`src/rtl/memory_access_pkg.sv`:
```
// Shared definitions for the data memory access unit: funct3 access codes,
// FSM state encoding and the lane-select helper.
package memory_access_pkg;

  localparam logic [2:0] F3_B  = 3'd0;
  localparam logic [2:0] F3_H  = 3'd1;
  localparam logic [2:0] F3_W  = 3'd2;
  localparam logic [2:0] F3_BU = 3'd4;
  localparam logic [2:0] F3_HU = 3'd5;

  typedef enum logic [1:0] {
    IDLE  = 2'd0,
    READ  = 2'd1,
    WRITE = 2'd2,
    DONE  = 2'd3
  } accessStateT;

  // Halfwords snap to an even lane and words to lane 0, so an unaligned
  // address still selects a sensible lane when alignment is not enforced.
  function automatic logic [1:0] laneSelect(input logic [2:0] f3, input logic [1:0] addrLow);
    logic [1:0] lane;
    case (f3[1:0])
      2'd0:    lane = addrLow;
      2'd1:    lane = {addrLow[1], 1'b0};
      default: lane = 2'b00;
    endcase
    return lane;
  endfunction

endpackage

```
`src/rtl/data_memory_access_unit_if.sv`:
```
// Data-port bus between the access unit (master) and the memory handler (slave).
interface data_memory_access_unit_if;

  logic        dataMemoryReadEnable;
  logic        dataMemoryWriteEnable;
  logic [31:0] dataMemoryAddress;
  logic [31:0] dataMemoryDataIn;
  logic [31:0] dataMemoryDataOut;

  modport master (
    output dataMemoryReadEnable,
    output dataMemoryWriteEnable,
    output dataMemoryAddress,
    output dataMemoryDataIn,
    input  dataMemoryDataOut
  );

  modport slave (
    input  dataMemoryReadEnable,
    input  dataMemoryWriteEnable,
    input  dataMemoryAddress,
    input  dataMemoryDataIn,
    output dataMemoryDataOut
  );

endinterface

```
`src/rtl/byte_lane_unit.sv`:
```
// Combinational lane arithmetic: store merge into a captured word and
// sign/zero extension of the selected load lane.
module byte_lane_unit
  import memory_access_pkg::*;
(
  input  logic [31:0] word,
  input  logic [31:0] storeData,
  input  logic [2:0]  funct3,
  input  logic [1:0]  lane,
  output logic [31:0] mergedWord,
  output logic [31:0] extendedLoad
);

  logic [15:0] shifted;
  logic [31:0] laneMask;
  logic [31:0] laneData;

  always_comb begin
    shifted = 16'(word >> {lane, 3'b000});
    extendedLoad = '0;
    case (funct3)
      F3_B:    extendedLoad = {{24{shifted[7]}}, shifted[7:0]};
      F3_BU:   extendedLoad = {24'd0, shifted[7:0]};
      F3_H:    extendedLoad = {{16{shifted[15]}}, shifted};
      F3_HU:   extendedLoad = {16'd0, shifted};
      F3_W:    extendedLoad = word;
      default: extendedLoad = '0;
    endcase

    // Replicating the operand across all lanes lets one mask place it.
    laneMask = '0;
    laneData = '0;
    case (funct3[1:0])
      2'd0: begin
        laneMask = 32'h0000_00FF << {lane, 3'b000};
        laneData = {4{storeData[7:0]}};
      end
      2'd1: begin
        laneMask = 32'h0000_FFFF << {lane, 3'b000};
        laneData = {2{storeData[15:0]}};
      end
      2'd2: begin
        laneMask = 32'hFFFF_FFFF;
        laneData = storeData;
      end
      default: begin
        laneMask = '0;
        laneData = '0;
      end
    endcase
    mergedWord = (word & ~laneMask) | (laneData & laneMask);
  end

endmodule

```
`src/rtl/data_memory_access_unit.sv`:
```
// Turns MEM-stage load/store requests into word-aligned single-port accesses,
// using read-modify-write for sub-word stores while stalling the pipeline.
module data_memory_access_unit
  import memory_access_pkg::*;
#(
  parameter int CHECK_ALIGN = 1
) (
  input  logic        clk,
  input  logic        resetN,
  input  logic        memRead,
  input  logic        memWrite,
  input  logic [2:0]  funct3,
  input  logic [31:0] address,
  input  logic [31:0] storeData,
  output logic [31:0] loadData,
  output logic        stall,
  output logic        done,
  output logic        fault,
  data_memory_access_unit_if.master dataMem
);

  accessStateT state, nextState;
  logic [31:0] addrReg, storeDataReg, wordReg;
  logic [2:0]  funct3Reg;
  logic        isLoadReg, faultReg;
  logic        request, badFunct3, misaligned, reqFault;
  logic [31:0] mergedWord, extendedLoad;

  assign request    = memRead | memWrite;
  assign badFunct3  = memRead ? ((funct3 == 3'd3) || (funct3[2:1] == 2'b11)) : (funct3 > F3_W);
  assign misaligned = (CHECK_ALIGN != 0) &&
                      (((funct3[1:0] == 2'd1) && address[0]) ||
                       ((funct3[1:0] == 2'd2) && (address[1:0] != 2'b00)));
  assign reqFault   = (memRead & memWrite) | badFunct3 | misaligned;

  always_ff @(posedge clk or negedge resetN) begin
    if (!resetN) state <= IDLE;
    else         state <= nextState;
  end

  // Request fields are frozen on acceptance; the word register holds the read data.
  always_ff @(posedge clk or negedge resetN) begin
    if (!resetN) begin
      addrReg      <= '0;
      storeDataReg <= '0;
      funct3Reg    <= '0;
      isLoadReg    <= 1'b0;
      faultReg     <= 1'b0;
      wordReg      <= '0;
    end else begin
      if (state == IDLE && request) begin
        addrReg      <= address;
        storeDataReg <= storeData;
        funct3Reg    <= funct3;
        isLoadReg    <= memRead & ~memWrite;
        faultReg     <= reqFault;
      end
      if (state == READ) wordReg <= dataMem.dataMemoryDataOut;
    end
  end

  always_comb begin
    nextState = state;
    case (state)
      IDLE: begin
        if (request) begin
          if (reqFault)             nextState = DONE;
          else if (memRead)         nextState = READ;
          else if (funct3 == F3_W)  nextState = WRITE;
          else                      nextState = READ;
        end
      end
      READ:    nextState = isLoadReg ? DONE : WRITE;
      WRITE:   nextState = DONE;
      DONE:    nextState = IDLE;
      default: nextState = IDLE;
    endcase
  end

  // Reset gating on stall keeps every output low while reset is held.
  always_comb begin
    stall                         = 1'b0;
    done                          = 1'b0;
    fault                         = 1'b0;
    loadData                      = '0;
    dataMem.dataMemoryReadEnable  = 1'b0;
    dataMem.dataMemoryWriteEnable = 1'b0;
    dataMem.dataMemoryAddress     = '0;
    dataMem.dataMemoryDataIn      = '0;
    case (state)
      IDLE: stall = request & resetN;
      READ: begin
        stall                        = 1'b1;
        dataMem.dataMemoryReadEnable = 1'b1;
        dataMem.dataMemoryAddress    = {addrReg[31:2], 2'b00};
      end
      WRITE: begin
        stall                         = 1'b1;
        dataMem.dataMemoryWriteEnable = 1'b1;
        dataMem.dataMemoryAddress     = {addrReg[31:2], 2'b00};
        dataMem.dataMemoryDataIn      = mergedWord;
      end
      DONE: begin
        done     = 1'b1;
        fault    = faultReg;
        loadData = (isLoadReg && !faultReg) ? extendedLoad : '0;
      end
      default: stall = 1'b0;
    endcase
  end

  byte_lane_unit laneUnit (
    .word         (wordReg),
    .storeData    (storeDataReg),
    .funct3       (funct3Reg),
    .lane         (laneSelect(funct3Reg, addrReg[1:0])),
    .mergedWord   (mergedWord),
    .extendedLoad (extendedLoad)
  );

endmodule

```
`src/flat_wrapper.sv`:
```
// flat-port wrapper written by rule: the top's interface ports become plain ports
module data_memory_access_unit_flat import memory_access_pkg::*;
#(
  parameter int CHECK_ALIGN = 1
)
  (clk, resetN, memRead, memWrite, funct3, address, storeData, loadData, stall, done, fault, dataMem_dataMemoryReadEnable, dataMem_dataMemoryWriteEnable, dataMem_dataMemoryAddress, dataMem_dataMemoryDataIn, dataMem_dataMemoryDataOut);
  data_memory_access_unit_if dataMem_i ();
  input  logic clk;
  input  logic resetN;
  input  logic memRead;
  input  logic memWrite;
  input  logic [2:0] funct3;
  input  logic [31:0] address;
  input  logic [31:0] storeData;
  output logic [31:0] loadData;
  output logic stall;
  output logic done;
  output logic fault;
  output wire logic [$bits(dataMem_i.dataMemoryReadEnable)-1:0] dataMem_dataMemoryReadEnable;
  output wire logic [$bits(dataMem_i.dataMemoryWriteEnable)-1:0] dataMem_dataMemoryWriteEnable;
  output wire logic [$bits(dataMem_i.dataMemoryAddress)-1:0] dataMem_dataMemoryAddress;
  output wire logic [$bits(dataMem_i.dataMemoryDataIn)-1:0] dataMem_dataMemoryDataIn;
  input wire logic [$bits(dataMem_i.dataMemoryDataOut)-1:0] dataMem_dataMemoryDataOut;
  assign dataMem_dataMemoryReadEnable = dataMem_i.dataMemoryReadEnable;
  assign dataMem_dataMemoryWriteEnable = dataMem_i.dataMemoryWriteEnable;
  assign dataMem_dataMemoryAddress = dataMem_i.dataMemoryAddress;
  assign dataMem_dataMemoryDataIn = dataMem_i.dataMemoryDataIn;
  assign dataMem_i.dataMemoryDataOut = dataMem_dataMemoryDataOut;
  data_memory_access_unit #(.CHECK_ALIGN(CHECK_ALIGN)) u_core (.clk(clk), .resetN(resetN), .memRead(memRead), .memWrite(memWrite), .funct3(funct3), .address(address), .storeData(storeData), .loadData(loadData), .stall(stall), .done(done), .fault(fault), .dataMem(dataMem_i));
endmodule
```
`config.mk`:
```
export PLATFORM = sky130hd
export DESIGN_NAME = data_memory_access_unit_flat
export DESIGN_NICKNAME = d
export VERILOG_FILES = /design/src/rtl/memory_access_pkg.sv /design/src/rtl/data_memory_access_unit_if.sv /design/src/rtl/byte_lane_unit.sv /design/src/rtl/data_memory_access_unit.sv /design/src/flat_wrapper.sv
export SDC_FILE = /design/constraint.sdc
export NUM_CORES = 1
export LEC_CHECK = 0
export ABC_AREA = 0
export BUFFER_PORTS_ARGS = -buffer_cell sky130_fd_sc_hd__buf_4
export CORE_MARGIN = 3
export CORE_UTILIZATION = 50
export DETAILED_ROUTE_END_ITERATION = 8
export PLACE_DENSITY = 0.82
export SKIP_CTS_REPAIR_TIMING = 1
export SLEW_MARGIN = 25
export SYNTH_ARGS = -nofsm -noshare
export SYNTH_HDL_FRONTEND = slang
export SYNTH_SLANG_ARGS = --single-unit
```
`constraint.sdc`:
```
create_clock -name clk -period 5.9 [get_ports clk]
set_input_delay 1.18 -clock clk [delete_from_list [all_inputs] [get_ports clk]]
set_output_delay 1.18 -clock clk [all_outputs]
set_load 0.01 [all_outputs]
```
==> results of run 1 <==
## through the flow
| stage | total power, W | instance area, um2 | utilization, % |
|---|---|---|---|
| floorplan | 0.00313 | 5900 | - |
| global placement | 0.00408 | 7430 | 64.8 |
| detailed placement | 0.00415 | 7430 | 64.8 |
| CTS | 0.00476 | 7720 | 67.3 |
| global route | 0.00509 | 7720 | 67.4 |
| finish | 0.00477 | 7720 | 67.4 |
## final cells by class
cell class,count,area (um2),area share [%]
Clock buffer,10,239,3.09
Clock inverter,6,51.3,0.664
Inverter,4,15.0,0.194
Multi-Input combinational cell,403,3120,40.3
Sequential cell,103,2580,33.4
Tap cell,143,179,2.32
Timing Repair Buffer,206,1550,20.0
## synth_stat cells (all sizes together), types with 11 or more instances
cell type,count,area share (%)
and2,39,4.1
o211a,16,2.7
buf,12,1.5
mux2,104,20
nor2,13,0.87
a21oi,39,3.5
nor2b,17,1.8
nand2,56,3.6
clkbuf,32,2.0
o21ai,18,1.5
a222oi,11,1.9
nand3,15,1.3
dfrtp,103,44
## registers in the layout (all words and copies together), names as in the netlist
register	count
u_core.funct3Reg	3
u_core.wordReg	32
u_core.isLoadReg	1
u_core.storeDataReg	32
u_core.addrReg	32
u_core.state	2
u_core.faultReg	1
## report_power, final
group / internal (W) / switching [W] / total [W]
Clock: 0.000305 / 0.000286 / 0.000591
Combinational: 0.00134 / 0.00129 / 0.00263
Sequential: 0.00107 / 0.000472 / 0.00155
Total: 0.00272 / 0.00205 / 0.00477
## logic make-up (layout without fill, tap and decap cells)
kind of cell               count (synthesis)  count (layout)  share of synthesized area [%]
DFF                                      103             103                           43.7
muxes                                    115             115                           22.2
buffers and inverters                     48             226                           3.76
AOI/OAI and AO/OA                        128             128                           15.9
other                                      1               2                         0.0636
and+or+nand+nor                          153             153                           13.4
adders and majority gates                  5               5                           1.06
## worst max-delay path: cells and delay by family (launching register included)
family	cells	cell delay, ns
AOI/OAI and AO/OA	2	0.36
and+or+nand+nor	2	1.23
buffers and inverters	1	0.16
DFF	1	0.93
## worst paths after layout
path | to | cells after the start | slack, ns
setup / recovery | loadData[18] | 5 | 1.69
setup reg to reg | u_core.storeDataReg[26] | 5 | 3.73
hold / removal | u_core.addrReg[18] | 1 | 0.50
max in group asynchronous | u_core.wordReg[11] | 2 | 3.86
min in group asynchronous | u_core.wordReg[19] | 1 | 0.83
hold reg to reg | u_core.addrReg[18] | 1 | 0.50
## per-layer routing
layer	routed length [um]	share of wire (%)	global-route usage [%]
met1	7190	39	34.8
met2	8660	47	45.8
met3	1920	10	9.83
met4	560	3.1	8.31
met5	0	0	0
## placed cells by master, fill, tap and decap left out, drive strengths merged, types with 3 or more instances in the layout
cell type	n
o21ai	18
o31a	7
a222oi	11
o211a	16
inv	7
and2	39
nand3	15
mux2	104
mux2i	9
nor2b	17
nand2	56
a211oi	3
ha	5
o211ai	9
a21oi	39
buf	206
clkbuf	10
o21a	4
dfrtp	103
nor3	4
nor2	13
a21boi	8
==> flow_summary_export.csv, run 1 <==
group,metric,value,unit
yosys,ys_types,49,
final_layout,synthToLayoutAreaGrowth,31.1,%
timing,finalSetupTns,0,ns
final_layout,stdcell_count,875,
yosys,synth-async-reset-ratio,100,%
timing,worst_pin_slew,0.985,ns
final_layout,antenna_cells,0,
yosys,synth_top_flop_cell,"dfrtp_1",
detailed_routing,finalWirelength,18300,um
yosys,syn_avg_cell_area,10.7,um2
setup_path,cp_cell_sequence,"nor2b_1 -> nor2b_1 -> a21oi_4 -> a21oi_1 -> buf_4",
place,gp_congestion,0.911,
setup_path,cp.arrival,3.03,ns
detailed_routing,ant_nets,0,
min_path,hp-class,"reg -> reg",
setup_path,crit_start,"u_core.funct3Reg[0]",
detailed_routing,initialDrtViolationCount,416,
place,place_inst,859,
timing,hold_viol,0,
power_and_ir_drop,power_density,617,nW/um2
power_and_ir_drop,peakVddDrop,421,uV
clocking,htreeDepth,3,
timing,fmax,0.237,GHz
final_layout,drive_gt1_share,46.3,%
timing,slew_viol_final,0,
place,hpwl,13600,um
clocking,path_clk_slew,0.07,ns
setup_path,path_class,"reg -> out",
global_routing,grt_max_degree,70,
timing,finClkSkew,0.00499,ns
flow_run,drv_cap,0,
clocking,cts_tree,"built",
timing,slew_headroom,34.2,%
die,die_h,115,um
power_and_ir_drop,p_leak,3.64,nW
yosys,yosysWarnings,0,
final_layout,fillers,923,
die,core,11500,um2
detailed_routing,drc,0,
timing,period_minus_slack,4.21,ns
global_routing,grt_pass1_wl,28100,um
place,place_ws,2.14,ns
final_layout,nets,835,
setup_path,cp_common_cell,"nor2b_1",
die,ios,204,
timing,setup_ws,1.69,ns
die,die_w,115,um
timing,finalCritPeriodShare,71.4,%
detailed_routing,drt-wirelength-per-cell,20.9,um
clocking,cts_root_buf,"clkbuf_16",
die,dieArea,13100,um2
setup_path,crit_slowest_cell,"dfrtp_1",
setup_path,worstSetupEndpointType,"output pin",
global_routing,grt_pass1_vias,5079,
clocking,cts.sinks,103,
place,port_buffers,201,
clocking,numCtsBuffers,9,
detailed_routing,firstDrtPassIters,6,
yosys,synth_area,5890,um2
setup_path,worstPathRequired,4.72,ns
detailed_routing,via_per_inst,5.86,
global_routing,antenna_found_initial,0,
timing,finalSetupViolCount,0,
timing,hold_slack,0.503,ns
die,initial_core_util,51.4,%
setup_path,setup.worst_path.start_class,"register",
die,row_count,39,
yosys,synth-seq-cells,103,
global_routing,grt_overflow_total,0,
setup_path,r2r-start,"u_core.state[0]",
yosys,synth-edff-count,0,
setup_path,cp_max_fo,27,
setup_path,cpPeakStageDelay,0.93,ns
clocking,clockBufferDepth,2,
clocking,clk_latency,0.36,ns
global_routing,grtUsageTotal,27.9,%
yosys,syn_inst,553,
run_status,run_status,"completed",
yosys,ys_seq_area_share,43.7,%
detailed_routing,vias,5128,
min_path,min-delay-start,"u_core.addrReg[18]",
timing,grt_setup_unrepaired,"no",
Power figures use the tool's default switching activity.
==> inputs of run 2 (changes only) <==
clock period = 4.2 ns   (was 5.9 ns; I/O delays follow)
==> run 2 against run 1 <==
Global-route usage up 0.46 points. Utilization is 0.48 points higher. Die area stayed put. Count of clock-buffer cells in the layout increased by 1. Sequential share of layout area down 0.24 points. First-iteration DRC count increased by 1.2%. Final cell count grew 0.80%. Critical endpoint unchanged.
==> flow_summary_export.csv, run 2 (synthesis results as in run 1) <==
group,metric,value,unit
die,initial_core_util,51.4,%
global_routing,grt_max_degree,70,
place,place_ws,1.03,ns
clocking,cts.sinks,103,
power_and_ir_drop,p_leak,3.69,nW
setup_path,setup.worst_path.start_class,"register",
global_routing,antenna_found_initial,0,
final_layout,layout_commonest_cell,"buf_4",
final_layout,final_cell_mix,"213 x buf_4, 104 x mux2_2, 103 x dfrtp_1",
timing,slew_viol_final,0,
clocking,cts_root_buf,"clkbuf_16",
timing,finalSetupViolCount,0,
clocking,numCtsBuffers,9,
detailed_routing,via_per_inst,5.88,
timing,grt_setup_unrepaired,"no",
final_layout,synthToLayoutAreaGrowth,32.0,%
detailed_routing,drc,0,
timing,period_minus_slack,3.56,ns
clocking,clockBufferDepth,2,
die,die_w,115,um
place,hpwl,14000,um
final_layout,nets,842,
timing,finalSetupTns,0,ns
global_routing,grt_overflow_total,0,
timing,worst_pin_slew,0.867,ns
detailed_routing,vias,5184,
timing,slew_headroom,42.2,%
detailed_routing,firstDrtPassIters,5,
power_and_ir_drop,peakVddDrop,601,uV
die,core,11500,um2
global_routing,grt_pass1_wl,28500,um
global_routing,grtUsageTotal,28.4,%
power_and_ir_drop,power_density,872,nW/um2
detailed_routing,drt-wirelength-per-cell,21.1,um
setup_path,worstSetupEndpointType,"output pin",
place,port_buffers,201,
min_path,hp-class,"in -> async",
final_layout,antenna_cells,0,
final_layout,stdcell_area,7780,um2
clocking,htreeDepth,3,
timing,finalCritPeriodShare,84.8,%
global_routing,grt_pass1_vias,5240,
place,placedInstanceArea,7480,um2
place,gp_congestion,1.00,
die,row_count,39,
final_layout,top_regs,"u_core.addrReg (32), u_core.storeDataReg (32), u_core.wordReg (32)",
setup_path,cp_max_fo,16,
die,ios,204,
die,die_h,115,um
setup_path,path_class,"reg -> out",
clocking,clk_latency,0.35,ns
timing,finClkSkew,0.00821,ns
timing,fmax,0.281,GHz
run_status,run_status,"completed",
timing,setup_ws,0.638,ns
final_layout,fillers,920,
detailed_routing,ant_nets,0,
detailed_routing,finalWirelength,18600,um
timing,hold_viol,0,
flow_run,drv_cap,0,
setup_path,cp.arrival,2.72,ns
detailed_routing,initialDrtViolationCount,421,
setup_path,worstPathRequired,3.36,ns
clocking,cts_tree,"built",
setup_path,reg2reg_setup_slack,2.10,ns
clocking,path_clk_slew,0.07,ns
die,dieArea,13100,um2
final_layout,drive_gt1_share,46.5,%
-- run 2: critical path: stages, from the launching register on --
cell and delay [ns]:
dfrtp_1 0.49, nor2b_2 0.43, mux2_2 0.41, a221o_1 0.34, a21oi_4 0.39, a21oi_1 0.14, buf_4 0.17
-- run 2: layout make-up --
cell class | count | area (um2) | share of cell area [%]
tap | 143 | 179 | 2.30
timing repair buffer | 213 | 1600 | 20.6
multi-input combinational | 403 | 3110 | 40.0
inverter | 4 | 15.0 | 0.193
clock inverter | 5 | 46.3 | 0.595
clock buffer | 11 | 253 | 3.25
sequential | 103 | 2580 | 33.1
-- run 2: per-layer routing --
layer  part of all wire, %  track usage (%)  wire [um]  up-vias
met4                   3.5             12.3        658        0
met3                    10             8.62       1940       43
met1                    39             35.1       7270     2495
met5                     0                0          0        -
met2                    47             46.0       8730      280
li1                      -                -          -     2366
-- run 2: worst paths after layout --
kind | depth (start not counted) | to | from
max | 6 | loadData[18] | u_core.funct3Reg[0]
min | 1 | u_core.wordReg[20] | resetN
max reg2reg | 5 | u_core.storeDataReg[12] | u_core.state[0]
min reg2reg | 1 | u_core.addrReg[13] | u_core.addrReg[13]
max in group asynchronous | 2 | u_core.storeDataReg[7] | resetN
min in group clk | 1 | u_core.addrReg[13] | u_core.addrReg[13]
-- run 2: power breakdown --
part / total [W] / switching [W] / internal (W)
Sequential: 0.00217 / 0.000659 / 0.00151
Clock: 0.000842 / 0.000395 / 0.000447
Combinational: 0.00378 / 0.00186 / 0.00192
-- run 2: metrics by stage --
stage | hold WS (ns) | total power [W] | util, % | instances
detailed placement | 0.486 | 0.00592 | 65.2 | 866
finish | 0.460 | 0.00679 | 67.8 | 882
floorplan | 0.455 | 0.00440 | - | 554
CTS | 0.479 | 0.00680 | 67.8 | 882
global placement | 0.480 | 0.00583 | 65.2 | 866
global route | 0.488 | 0.00722 | 67.8 | 882
